## config.mk

```make
export PLATFORM = sky130hd
export DESIGN_NAME = fp_compare_issue
export DESIGN_NICKNAME = d
export VERILOG_FILES = /design/src/rtl/fp_cmp_pkg.sv /design/src/rtl/fp_resp_fifo.sv /design/src/rtl/fp_compare_issue.sv
export SDC_FILE = /design/constraint.sdc
export NUM_CORES = 1
export LEC_CHECK = 0
export CAP_MARGIN = 20
export CORE_UTILIZATION = 50
export DETAILED_ROUTE_END_ITERATION = 7
export GPL_ROUTABILITY_DRIVEN = 0
export HOLD_SLACK_MARGIN = 0.03
export MAX_ROUTING_LAYER = met4
export PLACE_DENSITY_LB_ADDON = 0.1
export SKIP_LAST_GASP = 1
export SYNTH_ARGS = -nofsm -noshare
export SYNTH_HDL_FRONTEND = slang
export SYNTH_HIERARCHICAL = 1
export SYNTH_SLANG_ARGS = --single-unit
```

## constraint.sdc

```tcl
create_clock -name clk -period 10.5 [get_ports clk]
set_input_delay 2.625 -clock clk [delete_from_list [all_inputs] [get_ports clk]]
set_output_delay 2.625 -clock clk [all_outputs]
set_load 0.03 [all_outputs]
```

## src/rtl/fp_cmp_pkg.sv

```systemverilog
// Shared op encoding, metadata/result records and result-formation helper
// for the floating-point compare issue stage.
package fp_cmp_pkg;

  localparam int FP_CMP_TAG_WIDTH = 8;

  localparam logic [1:0] FP_CMP_LT  = 2'b00;
  localparam logic [1:0] FP_CMP_GT  = 2'b01;
  localparam logic [1:0] FP_CMP_MIN = 2'b10;
  localparam logic [1:0] FP_CMP_MAX = 2'b11;

  typedef struct packed {
    logic [1:0]                  op;
    logic [31:0]                 a;
    logic [31:0]                 b;
    logic [FP_CMP_TAG_WIDTH-1:0] tag;
  } fp_cmp_meta_t;

  typedef struct packed {
    logic [31:0]                 data;
    logic [FP_CMP_TAG_WIDTH-1:0] tag;
  } fp_cmp_res_t;

  // GT already had its operands swapped at issue, so it reads cmp_lt like LT.
  function automatic fp_cmp_res_t fp_cmp_form(input fp_cmp_meta_t m, input logic lt);
    fp_cmp_res_t r;
    r.tag = m.tag;
    case (m.op)
      FP_CMP_MIN: r.data = lt ? m.a : m.b;
      FP_CMP_MAX: r.data = lt ? m.b : m.a;
      default:    r.data = {31'b0, lt};
    endcase
    return r;
  endfunction

endpackage

```

## src/rtl/fp_resp_fifo.sv

```systemverilog
// Synchronous result FIFO with registered full/empty derived from wrap-bit
// pointers. A write while full is accepted only alongside a pop.
module fp_resp_fifo #(
  parameter int WIDTH = 40,
  parameter int DEPTH = 4
) (
  input  logic             clk,
  input  logic             areset,
  input  logic             wr_en,
  input  logic [WIDTH-1:0] wr_data,
  input  logic             rd_en,
  output logic [WIDTH-1:0] rd_data,
  output logic             empty
);

  localparam int AW = $clog2(DEPTH);

  logic [WIDTH-1:0] mem [DEPTH];
  logic [AW:0]      wr_ptr, rd_ptr, wr_ptr_n, rd_ptr_n;
  logic             full;
  logic             do_wr, do_rd;

  assign do_rd    = rd_en && !empty;
  assign do_wr    = wr_en && (!full || do_rd);
  assign wr_ptr_n = wr_ptr + {{AW{1'b0}}, do_wr};
  assign rd_ptr_n = rd_ptr + {{AW{1'b0}}, do_rd};
  assign rd_data  = mem[rd_ptr[AW-1:0]];

  always_ff @(posedge clk) begin
    if (areset) begin
      wr_ptr <= '0;
      rd_ptr <= '0;
      empty  <= 1'b1;
      full   <= 1'b0;
    end else begin
      wr_ptr <= wr_ptr_n;
      rd_ptr <= rd_ptr_n;
      empty  <= (wr_ptr_n == rd_ptr_n);
      full   <= (wr_ptr_n[AW] != rd_ptr_n[AW]) &&
                (wr_ptr_n[AW-1:0] == rd_ptr_n[AW-1:0]);
    end
  end

  // When full, the write slot equals the slot being popped this cycle.
  always_ff @(posedge clk) begin
    if (do_wr) mem[wr_ptr[AW-1:0]] <= wr_data;
  end

endmodule

```

## src/rtl/fp_compare_issue.sv

```systemverilog
// Issue/response stage around an external fixed-latency FP less-than unit:
// operand steering, metadata pipeline, credit-limited admission, result FIFO.
module fp_compare_issue
  import fp_cmp_pkg::*;
#(
  parameter int LATENCY   = 2,
  parameter int TAG_WIDTH = 8,
  parameter int DEPTH     = 4
) (
  input  logic                 clk,
  input  logic                 areset,
  input  logic                 in_valid,
  output logic                 in_ready,
  input  logic [1:0]           in_op,
  input  logic [31:0]          in_a,
  input  logic [31:0]          in_b,
  input  logic [TAG_WIDTH-1:0] in_tag,
  output logic [31:0]          cmp_a,
  output logic [31:0]          cmp_b,
  input  logic                 cmp_lt,
  output logic                 out_valid,
  input  logic                 out_ready,
  output logic [31:0]          out_data,
  output logic [TAG_WIDTH-1:0] out_tag
);

  localparam int CW = $clog2(DEPTH) + 1;
  localparam logic [CW-1:0] DEPTH_C = CW'(DEPTH);

  if (TAG_WIDTH != FP_CMP_TAG_WIDTH) begin : g_bad_tag
    $error("fp_compare_issue: TAG_WIDTH must equal FP_CMP_TAG_WIDTH");
  end
  if (DEPTH < LATENCY + 2 || (DEPTH & (DEPTH - 1)) != 0) begin : g_bad_depth
    $error("fp_compare_issue: DEPTH must be a power of two >= LATENCY+2");
  end

  logic              accept, pop;
  logic [CW-1:0]     inflight;
  logic              fifo_empty;
  logic [LATENCY-1:0] pipe_vld;
  fp_cmp_meta_t      pipe_meta [LATENCY];
  fp_cmp_meta_t      in_meta;
  fp_cmp_res_t       res_in, res_out;

  assign in_ready = !areset && (inflight < DEPTH_C);
  assign accept   = in_valid && in_ready;
  assign pop      = out_valid && out_ready;

  // The comparator always computes cmp_a < cmp_b, so GT swaps the operands.
  assign cmp_a = (in_op == FP_CMP_GT) ? in_b : in_a;
  assign cmp_b = (in_op == FP_CMP_GT) ? in_a : in_b;

  assign in_meta = '{op: in_op, a: in_a, b: in_b, tag: in_tag};

  always_ff @(posedge clk) begin
    if (areset) begin
      pipe_vld <= '0;
    end else begin
      pipe_vld[0] <= accept;
      for (int i = 1; i < LATENCY; i++) pipe_vld[i] <= pipe_vld[i-1];
    end
  end

  always_ff @(posedge clk) begin
    if (accept) pipe_meta[0] <= in_meta;
    for (int i = 1; i < LATENCY; i++) pipe_meta[i] <= pipe_meta[i-1];
  end

  always_ff @(posedge clk) begin
    if (areset) begin
      inflight <= '0;
    end else begin
      case ({accept, pop})
        2'b10:   inflight <= inflight + 1'b1;
        2'b01:   inflight <= inflight - 1'b1;
        default: inflight <= inflight;
      endcase
    end
  end

  assign res_in = fp_cmp_form(pipe_meta[LATENCY-1], cmp_lt);

  fp_resp_fifo #(
    .WIDTH($bits(fp_cmp_res_t)),
    .DEPTH(DEPTH)
  ) u_fifo (
    .clk     (clk),
    .areset  (areset),
    .wr_en   (pipe_vld[LATENCY-1]),
    .wr_data (res_in),
    .rd_en   (out_ready),
    .rd_data (res_out),
    .empty   (fifo_empty)
  );

  assign out_valid = !fifo_empty;
  assign out_data  = res_out.data;
  assign out_tag   = res_out.tag;

endmodule

```

==> impl_results.md, run 1 <==
* Clock-pin slew on the worst setup and hold paths at ~0.060 ns
* Syn-to-layout area delta at 27.27%
* Post-Syn Nets at just over 800
* Final setup fails at 0
* Fill count at 1634
* Netlist Area Pre-Place at 0.01158 mm^2
* WL final at 20.74 mm
* Register Area at 0.008771 mm^2
* Clock skew at around 0.0090 ns
* CTS root buffer: clkbuf_16
* Multi-input gate area at 0.002596 mm^2
* CTS Hold Bufs at 0
* # rows at 55
* Starting density of the core at roughly 51%
* DRT Pass-1 Iters at 5
* Fin. max-slew vios at 0
* Pwr Density at ~190 mW/mm^2
* CP top delay family: buffers and inverters
* H-Tree Level Count at 1
* Wire per inst at 16.78 um
* Die height at between 150 and 200 um
* Cells after synthesis at 730
* Outcome: completed
* Initial antenna violation count at 0
* Detailed placement HPWL at 13.20 mm
* Sequential fraction of the synthesis area at between 70% and 80%
* DIE AREA at ~0.024 mm^2
* Yosys top cell by area: edfxtp_1
* Post-cts gate resize count at 0
* Overall global routing resource usage at a little under a fifth
* RSZ-0062 raised after global routing: false
* Nets at roughly 1000
* Fin crit period at roughly 7.4 ns
* Place WS at about 2.8 ns
* Port bufs at between 150 and 200
* Tcrit/Tclk final at 70.95%
* Mapped Avg Cell Area at 15.86 um^2
* Clk sinks at between 300 and 400
* TritonCTS clock tree: yes
* Commonest non-fill, non-tap cell in the layout: nand2_1
* Antenna fix cells at 0
* Max stage delay on crit path at roughly 0.68 ns
* CP Class: in -> out
* Core area at 0.02264 mm^2
* Commonest non-fill, non-tap cells in the layout: 257 x nand2_1, 234 x edfxtp_1, 184 x clkdlybuf4s50_1
* Slew @ Worst Pin at approximately 1 ns
* Max Fanout on Critical Path at 38
* Element type at the critical path end: output port
* Slew margin rel. at ~33%
* CTS buffer count at 31
* Synth top area cells: edfxtp_1 61%, dfxtp_1 15%, nand2_1 8.3%
* Share of the synthesized area in the top cell type at 60.70%
* Final hold vios at 0
* DRT iter0 DRCs at between 300 and 400
* Peak supply drop at about 0.094 mV
* Crit path DAT at 4.82 ns
* Antenna-violating nets left at 0
* Hold WS at ~0.33 ns
* WP buf/inv at 3
* Maxcap violations at 0
* Ports at 185
* Gr ovfl total at 0
* Setup ws final at a little over 3 ns
* Synthesized flop and latch total at 321
* # DRC at 0
* Global-route wire length before repair at roughly 33 mm
* Yosys cell types at 28
* Leakage at 5.387 nW
* Crit path cell chain: clkdlybuf4s50_1 > nor2b_4 > buf_16 > nand2_1 > nand2_1 > clkdlybuf4s50_1
* Vias/cell at 5.070
* Fmax at between 100 and 150 MHz
* Critical Path RT at 7.88 ns
* Max clock buf depth at 3
* Worst min path class: reg -> reg
* Type of element launching the critical path: input pin
* Postcts setup bufs at 0
* Post-route setup TNS at 0 ns
* Share of cells above drive strength 1 at 15.56%
* Number of global-route vias before repair at 6515
* Total number of vias at roughly 6300
* Crit-path slowest cell: clkdlybuf4s50_1
* Yosys warns at 6
* Largest net degree at the start of global routing at 75
* Die W at approximately 150 um
* Skew-Pair Late Insertion Delay at 0.54 ns
[per-stage QoR]
step                total power [mW]  cells  util [%]  area [um^2]
floorplan                      1.634    730         -        11580
global placement               1.755   1176     60.30        13650
detailed placement             1.762   1176     60.30        13650
CTS                            2.817   1233     64.74        14660
global route                   2.893   1236     65.07        14730
finish                         2.792   1236     65.07        14730
[cells by family (layout without fill, tap and decap cells)]
logic type,count (synthesis),in the layout,synth area share [%]
adder cells (fa/ha/maj),6,6,0.7134
XOR/XNOR,9,9,0.7458
AO/OA/AOI/OAI,37,37,3.286
flip-flops,321,321,75.75
multiplexers,43,43,8.052
buffers and inverters,37,258,2.173
AND/OR/NAND/NOR,277,277,9.285
[flip-flops by register name, summed over array words and instances (netlist names)]
| signal | cells |
|---|---|
| inflight | 3 |
| u_fifo/wr_ptr | 3 |
| u_fifo/mem | 160 |
| u_fifo/rd_ptr | 3 |
| u_fifo/full | 1 |
| u_fifo/empty | 1 |
| pipe_vld | 2 |
| pipe_meta | 148 |
[cell type report]
class	count	area share (%)
clock buffer	42	6.098
multi-input combinational	372	17.62
sequential	321	59.53
tap	285	2.420
timing repair buffer	196	13.47
inverter	5	0.1359
clock inverter	15	0.7219
[final timing paths]
kind                     from                 to  slack, ns  cells after the start
max                  in_op[0]           cmp_b[5]       3.05                      6
min          pipe_meta[0][64]  pipe_meta[0][138]       0.33                      0
max reg2reg      u_fifo/empty  u_fifo/mem[2][11]       7.83                      4
min reg2reg  pipe_meta[0][64]  pipe_meta[0][138]       0.33                      0
[synth_stat cells]
master	number
inv_1	5
nor2b_1	8
edfxtp_1	234
nand2_1	257
fa_1	1
buf_12	4
ha_1	5
or3_1	1
a21oi_1	2
a21boi_0	1
o21ai_0	2
xor2_1	1
buf_2	14
a21boi_2	30
nor2_1	6
nor3b_1	2
clkbuf_1	10
dfxtp_1	87
mux2i_1	2
buf_6	4
a31o_2	1
nor3_1	2
a31oi_1	1
nand2b_1	1
xnor2_1	7
xor2_2	1
mux2_2	1
mux4_2	40
[metal layers]
metal / vias up / share of wire [%] / global-route usage (%) / wire (um)
met2: 189 / 48 / 30.13 / 10040
met5: - / 0 / - / 0
met1: 3043 / 45 / 24.00 / 9237
li1: 2994 / - / - / -
met4: 0 / 2.0 / 5.048 / 412
met3: 40 / 5.0 / 2.762 / 1046
[power breakdown]
part	internal (mW)	total (mW)	switching, mW
Clock	0.622	1.06	0.434
Sequential	1.40	1.42	0.0146
Combinational	0.140	0.319	0.179
Total	2.16	2.79	0.627
(Power assumes the default switching activity.)
==> inputs of run 2 (changes only) <==
Clock period 10.5 ns to 7.5 ns, I/O delays scaled along.
==> impl_results.md, run 2 (same netlist as run 1, synthesis figures left out) <==
* Pwr Total at around 3.9 mW
* Type of element launching the critical path: input pin
* Postcts setup bufs at 0
* CP Class: in -> out
* Global-route wire length before repair at between 30 and 40 mm
* R2R depth at 4
* Worst setup path end: cmp_a[10]
* Initial antenna violation count at 0
* Reg power frac at roughly 51%
* Outcome: completed
* Clock share of power at 38.2%
* Final hold vios at 0
* Leakage at about 5.4 nW
* Post-cts gate resize count at 0
* Element type at the critical path end: output port
* Fmax at ~160 MHz
* CTS Hold Bufs at 0
* Share of cells above drive strength 1 at 15.05%
* WL final at approximately 21 mm
* Fin crit period at ~6.2 ns
* Commonest non-fill, non-tap cells in the layout: 257 x nand2_1, 234 x edfxtp_1, 184 x clkdlybuf4s50_1
* Cell depth of the worst setup path at 6
* Post-route setup TNS at 0 ns
* Nets at a little over 1000
* Fin. max-slew vios at 0
* TritonCTS clock tree: yes
* Final Util at 65.00%
* # rows at 55
* Sw frac at 22.14%
* Reg2Reg Capture Point: u_fifo/mem[1][25]
* Tcrit/Tclk final at 82.95%
* Worst min path class: reg -> reg
* Max clock buf depth at 3
* DIE AREA at about 0.024 mm^2
* Ports at around 190
* Port bufs at about 180
* Maxcap violations at 0
* Reg2reg start: u_fifo/empty
* Commonest non-fill, non-tap cell in the layout: nand2_1
* Total number of vias at 6218
* Detailed placement HPWL at about 13 mm
* DRT Pass-1 Iters at 4
* Number of global-route vias before repair at 6355
* Die W at 154.2 um
* Crit path cell chain: clkdlybuf4s50_1 > nor2b_4 > buf_4 > nand2_1 > nand2_1 > clkdlybuf4s50_1
* Overall global routing resource usage at between 10% and 20%
* Post-Layout Cell Count at around 1200
* Core area at around 0.023 mm^2
* P_sw at 869.9 uW
* Final setup fails at 0
* Logic pwr share at about 11%
* Clk sinks at approximately 320
* DRT iter0 DRCs at ~350
* Launch point of the critical path: in_op[0]
* Antenna fix cells at 0
* RSZ-0062 raised after global routing: false
* Syn-to-layout area delta at 27.12%
* Clock skew at roughly 0.0089 ns
* Die height at ~150 um
* # DRC at 0
* Gr ovfl total at 0
* Max Fanout on Critical Path at 40
* Largest net degree at the start of global routing at 75
* Clock-pin slew on the worst setup and hold paths at 0.06 ns
* Fill count at 1612
* WP buf/inv at 3
* Slew @ Worst Pin at 1.020 ns
* Max reg flops at 160
* H-Tree Level Count at 1
* Antenna-violating nets left at 0
* Crit-path slowest cell: nor2b_4
* Flop2flop setup slack at about 5 ns
* Slew margin rel. at about a third
* Multi-input gate area at about 0.0026 mm^2
* Placed cell count at approximately 1200
* Peak supply drop at 0.1238 mV
* Int Power at 3.059 mW
* Crit path DAT at 4.35 ns
* Vias/cell at around 5.0
* Max stage delay on crit path at a little under 0.7 ns
* Register Area at between 0.008 and 0.009 mm^2
* Wire per inst at around 17 um
* CTS buffer count at 30
* Skew-Pair Late Insertion Delay at 0.53 ns
* Starting density of the core at around half
* Critical Path RT at between 5 and 6 ns
* CP top delay family: buffers and inverters
* CTS root buffer: clkbuf_16
* Pwr Density at roughly 270 mW/mm^2
-- run 2: cell types whose count changed in the layout (fill, tap and decap cells not counted), sizes merged --
cell and delta:
bufinv +1, inv -2, clkinv -3, clkbuf +3
-- run 2: routing by layer --
| layer | wire (um) | GRT usage (%) | share of wire (%) |
|---|---|---|---|
| met5 | 0 | - | 0 |
| met3 | 1043 | 2.818 | 5.0 |
| met4 | 378 | 4.667 | 1.8 |
| met1 | 9709 | 25.46 | 46 |
| met2 | 9840 | 29.57 | 47 |
-- run 2: power groups by stage --
stage / registers (mW) / clock network (mW) / logic (mW)
after detailed placement: 2.02 / 0 / 0.446
final: 1.98 / 1.50 / 0.443
after CTS: 1.99 / 1.53 / 0.448
after floorplan: 2.01 / 0 / 0.273
after global placement: 2.02 / 0 / 0.436
after global routing: 1.99 / 1.60 / 0.474
-- run 2: worst min-delay path by stage --
stage                     start           endpoint  slack, ns  cells past startpoint
2_1_floorplan  pipe_meta[0][26]  pipe_meta[0][100]       0.32                      0
3_3_place_gp    pipe_meta[0][1]   pipe_meta[0][75]       0.32                      0
3_5_place_dp   pipe_meta[0][72]  pipe_meta[0][146]       0.33                      0
4_1_cts        pipe_meta[0][31]  pipe_meta[0][105]       0.34                      0
5_1_grt        pipe_meta[0][31]  pipe_meta[0][105]       0.34                      0
6_report       pipe_meta[0][31]  pipe_meta[0][105]       0.34                      0
-- run 2: stage by stage --
step                      worst slack, ns  area [um^2]  hold WS (ns)
after floorplan                     1.794        11580        0.3233
after global placement              1.421        13660        0.3249
after detailed placement            1.299        13680        0.3269
after CTS                           1.280        14700        0.3394
after global routing                1.099        14720        0.3419
final                               1.279        14720        0.3379
-- run 2: layout make-up --
class | instances | share of cell area (%)
clock inverters | 11 | 0.7227
clock buffers | 45 | 6.173
inverters | 5 | 0.1360
flip-flops and latches | 321 | 59.60
multi-input cells | 372 | 17.64
repair buffers | 196 | 13.30
well taps | 285 | 2.423
